<file path="config.mk">
export PLATFORM = sky130hd
export DESIGN_NAME = rng_roll_ctrl
export DESIGN_NICKNAME = d
export VERILOG_FILES = /design/src/rtl/rng_pkg.sv /design/src/rtl/rng_edge_det.sv /design/src/rtl/rng_roll_ctrl.sv
export SDC_FILE = /design/constraint.sdc
export NUM_CORES = 1
export LEC_CHECK = 0
export CORE_ASPECT_RATIO = 0.7
export CORE_MARGIN = 1
export CORE_UTILIZATION = 30
export DETAILED_ROUTE_END_ITERATION = 7
export SLEW_MARGIN = 30
export SYNTH_ARGS = -nofsm -noshare
export SYNTH_HDL_FRONTEND = slang
export SYNTH_HIERARCHICAL = 1
export SYNTH_SLANG_ARGS = --single-unit
</file>
<file path="constraint.sdc">
create_clock -name i_clk -period 2.7 [get_ports i_clk]
set_clock_uncertainty 0.15 [all_clocks]
set_input_delay 0.54 -clock i_clk [delete_from_list [all_inputs] [get_ports i_clk]]
set_output_delay 0.54 -clock i_clk [all_outputs]
set_load 0.03 [all_outputs]
</file>
<file path="src/rtl/rng_pkg.sv">
// -----------------------------------------------------------------------------
// rng_pkg
// Shared types and constants for the Lab1 random-number roll controller.
//   DATA_W       : width of the LFSR value and of the display path
//   roll_state_t : controller states (idle, rolling, settling, done)
//   sat_add      : saturating gap arithmetic helper
// -----------------------------------------------------------------------------
package rng_pkg;

  localparam int DATA_W = 4;

  typedef enum logic [1:0] {
    S_IDLE,
    S_ROLL,
    S_SETTLE,
    S_DONE
  } roll_state_t;

  // Gap growth clamps at the ceiling instead of wrapping, so the cadence
  // settles at a steady slow rate rather than suddenly speeding up again.
  function automatic int sat_add(input int value, input int inc, input int ceiling);
    int sum;
    sum = value + inc;
    return (sum > ceiling) ? ceiling : sum;
  endfunction

endpackage

</file>
<file path="src/rtl/rng_edge_det.sv">
// -----------------------------------------------------------------------------
// rng_edge_det
// Registers a debounced key level once and flags its rising edge. Holding the
// key for any number of cycles yields a single one-cycle rise.
// Ports:
//   i_clk   : system clock
//   i_rst_n : asynchronous active-low reset
//   i_in    : debounced key level
//   o_rise  : high in the cycle where i_in is 1 and was 0 on the previous edge
// -----------------------------------------------------------------------------
module rng_edge_det (
  input  logic i_clk,
  input  logic i_rst_n,
  input  logic i_in,
  output logic o_rise
);

  logic in_d_q;

  // NOTE: state elements use non-blocking (<=) so every flop samples the
  // pre-edge values regardless of statement order.
  always_ff @(posedge i_clk or negedge i_rst_n) begin
    if (!i_rst_n) begin
      in_d_q <= 1'b0;
    end else begin
      in_d_q <= i_in;
    end
  end

  assign o_rise = i_in & ~in_d_q;

endmodule

</file>
<file path="src/rtl/rng_roll_ctrl.sv">
// -----------------------------------------------------------------------------
// rng_roll_ctrl
// Sequencing controller for the 4-bit random-number datapath. After a start
// key press it pulses the LFSR step strobe with a decelerating cadence
// (gaps 1,2,3,... saturating at MAX_GAP), freezes the result on a stop key
// press, and keeps the current and previous results for the display.
//
// Build option:
//   RNG_AUTO_STOP_EN : when defined, the step issued at the saturated gap also
//                      ends the roll (auto-stop). When undefined, rolling
//                      continues every MAX_GAP cycles until a stop press.
//
// Ports:
//   i_clk       : system clock
//   i_rst_n     : asynchronous active-low reset
//   i_start     : start key level (rising edge starts a roll in IDLE/DONE)
//   i_stop      : stop key level (rising edge ends a roll in ROLL)
//   i_show      : while high in IDLE/DONE, display the previous result
//   i_rand      : current LFSR value
//   o_lfsr_step : one-cycle pulse; the LFSR advances on the next edge
//   o_display   : registered value for the seven-segment path
//   o_busy      : high in ROLL or SETTLE
//   o_done      : one-cycle pulse in the cycle a result is captured
// -----------------------------------------------------------------------------
module rng_roll_ctrl
  import rng_pkg::*;
#(
  parameter int INIT_GAP = 1,
  parameter int GAP_INC  = 1,
  parameter int MAX_GAP  = 8
) (
  input  logic              i_clk,
  input  logic              i_rst_n,
  input  logic              i_start,
  input  logic              i_stop,
  input  logic              i_show,
  input  logic [DATA_W-1:0] i_rand,
  output logic              o_lfsr_step,
  output logic [DATA_W-1:0] o_display,
  output logic              o_busy,
  output logic              o_done
);

  localparam int GAP_W = $clog2(MAX_GAP + 1);

  roll_state_t       state_q, state_d;
  logic [GAP_W-1:0]  gap_q, gap_d;
  logic [GAP_W-1:0]  gap_cnt_q, gap_cnt_d;
  logic [DATA_W-1:0] cur_q, cur_d;
  logic [DATA_W-1:0] prev_q, prev_d;
  logic [DATA_W-1:0] display_q, display_d;

  logic start_rise;
  logic stop_rise;
  logic step_due;
  logic busy;

  rng_edge_det u_start_edge (
    .i_clk   (i_clk),
    .i_rst_n (i_rst_n),
    .i_in    (i_start),
    .o_rise  (start_rise)
  );

  rng_edge_det u_stop_edge (
    .i_clk   (i_clk),
    .i_rst_n (i_rst_n),
    .i_in    (i_stop),
    .o_rise  (stop_rise)
  );

  // The step falls on the last cycle of each gap, so with gap==1 and a
  // zeroed counter the very first ROLL cycle already steps.
  assign step_due = (gap_cnt_q == gap_q - GAP_W'(1));
  assign busy     = (state_q == S_ROLL) || (state_q == S_SETTLE);

  always_comb begin
    // NOTE: every signal assigned here gets a default first; a path that
    // leaves one unassigned would infer a latch.
    state_d     = state_q;
    gap_d       = gap_q;
    gap_cnt_d   = gap_cnt_q;
    cur_d       = cur_q;
    prev_d      = prev_q;
    o_lfsr_step = 1'b0;

    unique case (state_q)
      S_IDLE, S_DONE: begin
        // Start wins over a simultaneous stop here; stop alone is ignored.
        if (start_rise) begin
          state_d   = S_ROLL;
          gap_d     = GAP_W'(INIT_GAP);
          gap_cnt_d = '0;
        end
      end

      S_ROLL: begin
        // Stop beats a due step so the LFSR is frozen before capture.
        if (stop_rise) begin
          state_d = S_SETTLE;
        end else if (step_due) begin
          o_lfsr_step = 1'b1;
          gap_cnt_d   = '0;
          gap_d       = GAP_W'(sat_add(int'(gap_q), GAP_INC, MAX_GAP));
`ifdef RNG_AUTO_STOP_EN
          // The step at the saturated gap is the last one; the capture in
          // SETTLE then sees the post-step LFSR value.
          if (int'(gap_q) == MAX_GAP) begin
            state_d = S_SETTLE;
          end
`endif
        end else begin
          gap_cnt_d = gap_cnt_q + GAP_W'(1);
        end
      end

      S_SETTLE: begin
        prev_d  = cur_q;
        cur_d   = i_rand;
        state_d = S_DONE;
      end

      default: begin
        state_d = S_IDLE;
      end
    endcase
  end

  // While rolling the display follows the LFSR; i_show only matters at rest.
  always_comb begin
    display_d = i_show ? prev_q : cur_q;
    if (busy) begin
      display_d = i_rand;
    end
  end

  // NOTE: the result registers are reset too, because a reset must wipe
  // the shown result back to zero, not just restart the sequencer.
  always_ff @(posedge i_clk or negedge i_rst_n) begin
    if (!i_rst_n) begin
      state_q   <= S_IDLE;
      gap_q     <= GAP_W'(INIT_GAP);
      gap_cnt_q <= '0;
      cur_q     <= '0;
      prev_q    <= '0;
      display_q <= '0;
    end else begin
      state_q   <= state_d;
      gap_q     <= gap_d;
      gap_cnt_q <= gap_cnt_d;
      cur_q     <= cur_d;
      prev_q    <= prev_d;
      display_q <= display_d;
    end
  end

  assign o_display = display_q;
  assign o_busy    = busy;
  assign o_done    = (state_q == S_SETTLE);

endmodule

</file>
# Yosys cells after proc, flatten, opt, wreduce, memory -nomap -nowiden

Cells that the tools add are included.

Input port bits: 9
Logic and storage cells: 48
Register bits after elaboration: 24

Reductions and logical operators: 7
$add $sub $neg: 3
Muxes and demuxes: 17
Eq/ne operators: 8
Bitwise logic cells: 4
Order comparisons: 1

Operators by type and width:

| operator                                                             | count |
|---|---|
| 4-bit 2-to-1 mux                                                     | 9 |
| 4-bit one-hot mux with 2 select lines                                | 2 |
| 2-bit inequality test, second input constant                         | 4 |
| 2-bit one-hot mux with 3 select lines                                | 1 |
| 4-bit by 1-bit adder with 5-bit output, second input constant        | 1 |
| 5-bit by 4-bit > comparator with 1-bit output, second input constant | 1 |
| 4-bit by 1-bit adder with 4-bit output, second input constant        | 1 |
| 2-bit == test, second input constant                                 | 2 |
| 4-bit == test                                                        | 1 |
| 2-bit 2-to-1 mux                                                     | 2 |
| 4-bit AND reduction                                                  | 1 |
| 4-bit by 1-bit subtractor with 4-bit output, second input constant   | 1 |
| 1-bit 2-to-1 mux                                                     | 3 |
| 3-bit AND reduction                                                  | 1 |
| 1-bit bitwise AND                                                    | 2 |
| 2-bit by 1-bit == test with 1-bit output, second input constant      | 1 |
| 2-bit zero test                                                      | 1 |
| 1-bit NOT                                                            | 2 |
| 2-bit AND reduction                                                  | 1 |
| 2-bit nonzero test                                                   | 1 |
| 2-bit OR reduction                                                   | 1 |
| 1-bit logical OR                                                     | 1 |

# Longest topological paths before layout

Gate-level depths: netlist of run 1.

Depth after elaboration: 6
Depth in mapped cells: 8

# Cells and area by module

The synthesis of run 1 kept the hierarchy.

By module, submodules not included:

| module        | times used | cells each | area an instance (sq um) |
|---|---|---|---|
| rng_roll_ctrl | 1          | 119        | 1234.9 |
| rng_edge_det  | 2          | 2          | 38.8 |

# Worst setup path after synthesis of run 1

OpenSTA, ideal clock, no wires.

Path kind: flip-flop to output port
From: register gap_q[0]
To: output o_lfsr_step
Data arrival time: 1857 ps
Required time: 2010 ps
Stages on the path, launching flop included: 7
Path slack: 153 ps
Path through: dfstp_2 inv_1 ha_1 xnor2_1 nor3_4 nand2_4 nor2_1

Longest elaborated chain between the ends: 5

RTL lines:

| element                                     | line                 | RTL |
|---|---|---|
| start, declared                             | rng_roll_ctrl.sv:47  | `logic [GAP_W-1:0] gap_q, gap_d;` |
| start signal, assigned                      | rng_roll_ctrl.sv:142 | `gap_q <= GAP_W'(INIT_GAP);` |
| start signal, assigned                      | rng_roll_ctrl.sv:149 | `gap_q <= gap_d;` |
| 4-bit by 1-bit subtractor with 4-bit output | rng_roll_ctrl.sv:74  | `assign step_due = (gap_cnt_q == gap_q - GAP_W'(1));` |
| 4-bit == test                               | rng_roll_ctrl.sv:74  |  |
| 1-bit 2-to-1 mux                            | rng_roll_ctrl.sv:101 | `end else if (step_due) begin` |
| 1-bit 2-to-1 mux                            | rng_roll_ctrl.sv:99  | `if (stop_rise) begin` |
| 1-bit 2-to-1 mux                            | rng_roll_ctrl.sv:87  | `unique case (state_q)` |
| end, declared                               | rng_roll_ctrl.sv:38  | `output logic o_lfsr_step,` |

Every way passes these cells.

# Final worst setup path of run 1

Same ends and word-level chain as after synthesis.

==> flow_metrics.env, run 1 <==
export IMPL_gp_congestion=0.798
export IMPL_grt_pass1_vias=924
export IMPL_drc=0
export IMPL_diodes=0
export IMPL_die_area_sq_um=4650
export IMPL_fmax_mhz=384
export IMPL_peakVddDrop_mv=0.571
export IMPL_final_antenna_net_count=0
export IMPL_core_area_sq_um=4070
export IMPL_cts_tree="built"
export IMPL_ys_top_cells_by_count="dfrtp_1, nand2_1, nor2_1"
export IMPL_tightestPinTransition_ps=423
export IMPL_antenna_found_initial=0
export IMPL_yosys_area_top_type="dfrtp_1"
export IMPL_rsz0062_at_grt="true"
export IMPL_clock_path_buffers=2
export IMPL_via_per_inst=4.82
export IMPL_route_top_layer_used="met4"
export IMPL_maxCapViolCount=0
export IMPL_grt_util_all_layers=0.117
export IMPL_yosys_area_share_adder=0.0667
export IMPL_wl_microns=2420
export IMPL_cts_sinks=24
export IMPL_cts_buffers=3
export IMPL_synth_fp_nets=139
export IMPL_wl_met1_microns=1160
export IMPL_synth_area_sq_um=1310
export IMPL_async_flop_share=1.00
export IMPL_p_per_area_nw_per_um2=1130
export IMPL_synthMuxAreaShare=0.0991
export IMPL_finalSetupViolCount=0
export IMPL_seqCellArea_sq_um=602
export IMPL_clock_latency_ps=260
export IMPL_p_leak_nw=0.749
export IMPL_synth_ff_type="dfrtp_1"
export IMPL_synth_area_leaders="dfrtp_1, mux2_2, ha_1"
export IMPL_critPathArrivalTime_ps=1910
export IMPL_finalCriticalPeriod_ps=2600
export IMPL_root_buffer="clkbuf_8"
export IMPL_worstPathRequired_ps=2010
export IMPL_synth_top_family_by_area="simple AND/OR/NAND/NOR gates"
export IMPL_drive_gt1_frac=0.207
export IMPL_portBuffers=15
export IMPL_area_growth_pct=26.0
export IMPL_yosys_area_top_type_share=0.439
export IMPL_cp_max_fo=6
export IMPL_nFillCells=378
export IMPL_drt_pre_antenna_iters=4
export IMPL_dr_wl_met2_microns=1160
export IMPL_cts_max_level=1
export IMPL_status="finished, final reports clean"
export IMPL_grt_overflow=0
export IMPL_yosysMostFrequentCell="dfrtp_1"
export IMPL_grt_start_max_net_pins=25
export IMPL_wl_met3_microns=73
export IMPL_clk_pin_slew_ps=80
export IMPL_drt_wirelength_per_cell_microns=12.3
export IMPL_startpoint_type="flip-flop"
export IMPL_ys_warn_count=6
export IMPL_num_vias=949
export IMPL_placed_area_sq_um=1520
export IMPL_synthXorXnorAreaFrac=0.0572
export IMPL_critPathCaptureType="primary output"
export IMPL_dr_first_iter_drc_count=52
export IMPL_slew_limit_headroom=0.718
export IMPL_syn_area_per_cell_sq_um=10.7
export IMPL_initial_core_util=0.323
export IMPL_hold_viol=0
export IMPL_grt_pass1_wl_microns=4090
export IMPL_nets=162
export IMPL_drv_slew=0
export IMPL_ys_ff_latch=24
export IMPL_synth_simple_area_share=0.173
export IMPL_dp_hpwl_microns=1720
export IMPL_die_x_microns=81.1
export IMPL_synth_cells=123
export IMPL_yosysSeqAreaShare=0.459
export IMPL_rows=19
export IMPL_multiInputGateArea_sq_um=672
export IMPL_synth_edf_count=0
export IMPL_pin_count=16
export IMPL_period_share=0.965
export IMPL_min_path_type="reg -> reg"
export IMPL_holdWs_ps=366
export IMPL_synth_compound_area_frac=0.110
export IMPL_critical_path_class="reg -> out"
export IMPL_design_area_sq_um=1650
export IMPL_synth_distinct_cells=37
export IMPL_fp_dieH_microns=57.3
-- registers in the layout, summed over array words and instances (netlist names) --
| register | count |
|---|---|
| state_q | 2 |
| cur_q | 4 |
| u_stop_edge/in_d_q | 1 |
| gap_cnt_q | 4 |
| gap_q | 4 |
| o_display | 4 |
| u_start_edge/in_d_q | 1 |
| prev_q | 4 |
-- what timing repair did --
action	in CTS	in global routing
gates resized for setup	0	4
gates cloned	0	0
pin swaps	1	1
hold buffers	0	0
endpoints found under the setup margin	1	2
buffers inserted	2	4
-- area by class of cell --
cell class                 count  area share
inverter                       6      0.0136
timing repair buffer          24       0.134
sequential                    24       0.364
clock buffer                   3      0.0250
tap                           52      0.0393
multi-input combinational     87       0.406
clock inverter                 1      0.0182
-- placed cells by master (no fill, tap or decap), types with 3 or more instances in the layout --
cell type	count
mux2_2	8
xnor2_1	3
mux2i_1	4
clkdlybuf4s50_1	13
a21oi_1	8
o21ai_0	4
ha_1	7
nor2b_1	3
nand3_1	4
dfrtp_1	23
nand2_1	10
nor2_1	8
inv_1	6
buf_4	9
clkbuf_8	3
-- layer usage --
layer | up-vias | GRT usage
li1 | 471 | -
met1 | 459 | 0.155
met2 | 17 | 0.181
met3 | 2 | 0.0336
met4 | 0 | 0.0434
met5 | - | 0
-- worst max-delay path, cell delays in order, from the launching register on --
cell     delay, ps
dfstp_2        540
inv_1           50
ha_1           310
xnor2_1        170
nor3_4         230
nand2_4        110
nor2_4         120
buf_6          130
-- where the power goes --
group,switching (W),internal [W],total [W]
combinational,0.000527,0.000472,0.000999
clock,0.000111,0.000198,0.000309
sequential,0.0000767,0.000487,0.000564
-- path summary, 6_finish.rpt --
kind                       slack, ps           end  cells past startpoint      start
max in group asynchronous       1640      gap_q[0]                      2    i_rst_n
setup / recovery                 100   o_lfsr_step                      7   gap_q[0]
hold / removal                   370     prev_q[2]                      1  prev_q[2]
setup reg to reg                 350  gap_cnt_q[3]                      9   gap_q[0]
hold reg to reg                  370     prev_q[2]                      1  prev_q[2]
min in group asynchronous        480  gap_cnt_q[1]                      2    i_rst_n
-- per-stage QoR --
stage	power (W)	TNS, ps	worst slack, ps	utilization	std cells
floorplan	0.00119	0	153	-	123
global placement	0.00141	0	257	0.375	187
detailed placement	0.00144	0	214	0.375	187
CTS	0.00178	0	11.3	0.396	193
global route	0.00202	-36.9	-36.9	0.407	197
finish	0.00187	0	95.2	0.407	197
-- logic make-up (layout without fill, tap and decap cells) --
logic type,Yosys count,after routing
DFF,24,24
xor gates and xnor gates,6,6
buffers and inverters,12,34
AOI/OAI and AO/OA,23,23
adders and majority gates,7,7
and+or+nand+nor,39,39
muxes,12,12
(Power assumes the default switching activity.)
==> run 2, diff against run 1 <==
--- a/config.mk
+++ b/config.mk
@@ -5,6 +5,7 @@
 export SDC_FILE = /design/constraint.sdc
 export NUM_CORES = 1
 export LEC_CHECK = 0
+export CAP_MARGIN = 40
 export CORE_ASPECT_RATIO = 0.7
 export CORE_MARGIN = 1
 export CORE_UTILIZATION = 30
@@ -14,3 +15,4 @@
 export SYNTH_HDL_FRONTEND = slang
 export SYNTH_HIERARCHICAL = 1
 export SYNTH_SLANG_ARGS = --single-unit
+export TNS_END_PERCENT = 1
==> results of run 2 <==
Final layout, timing and power as in run 1 (identical DEF).
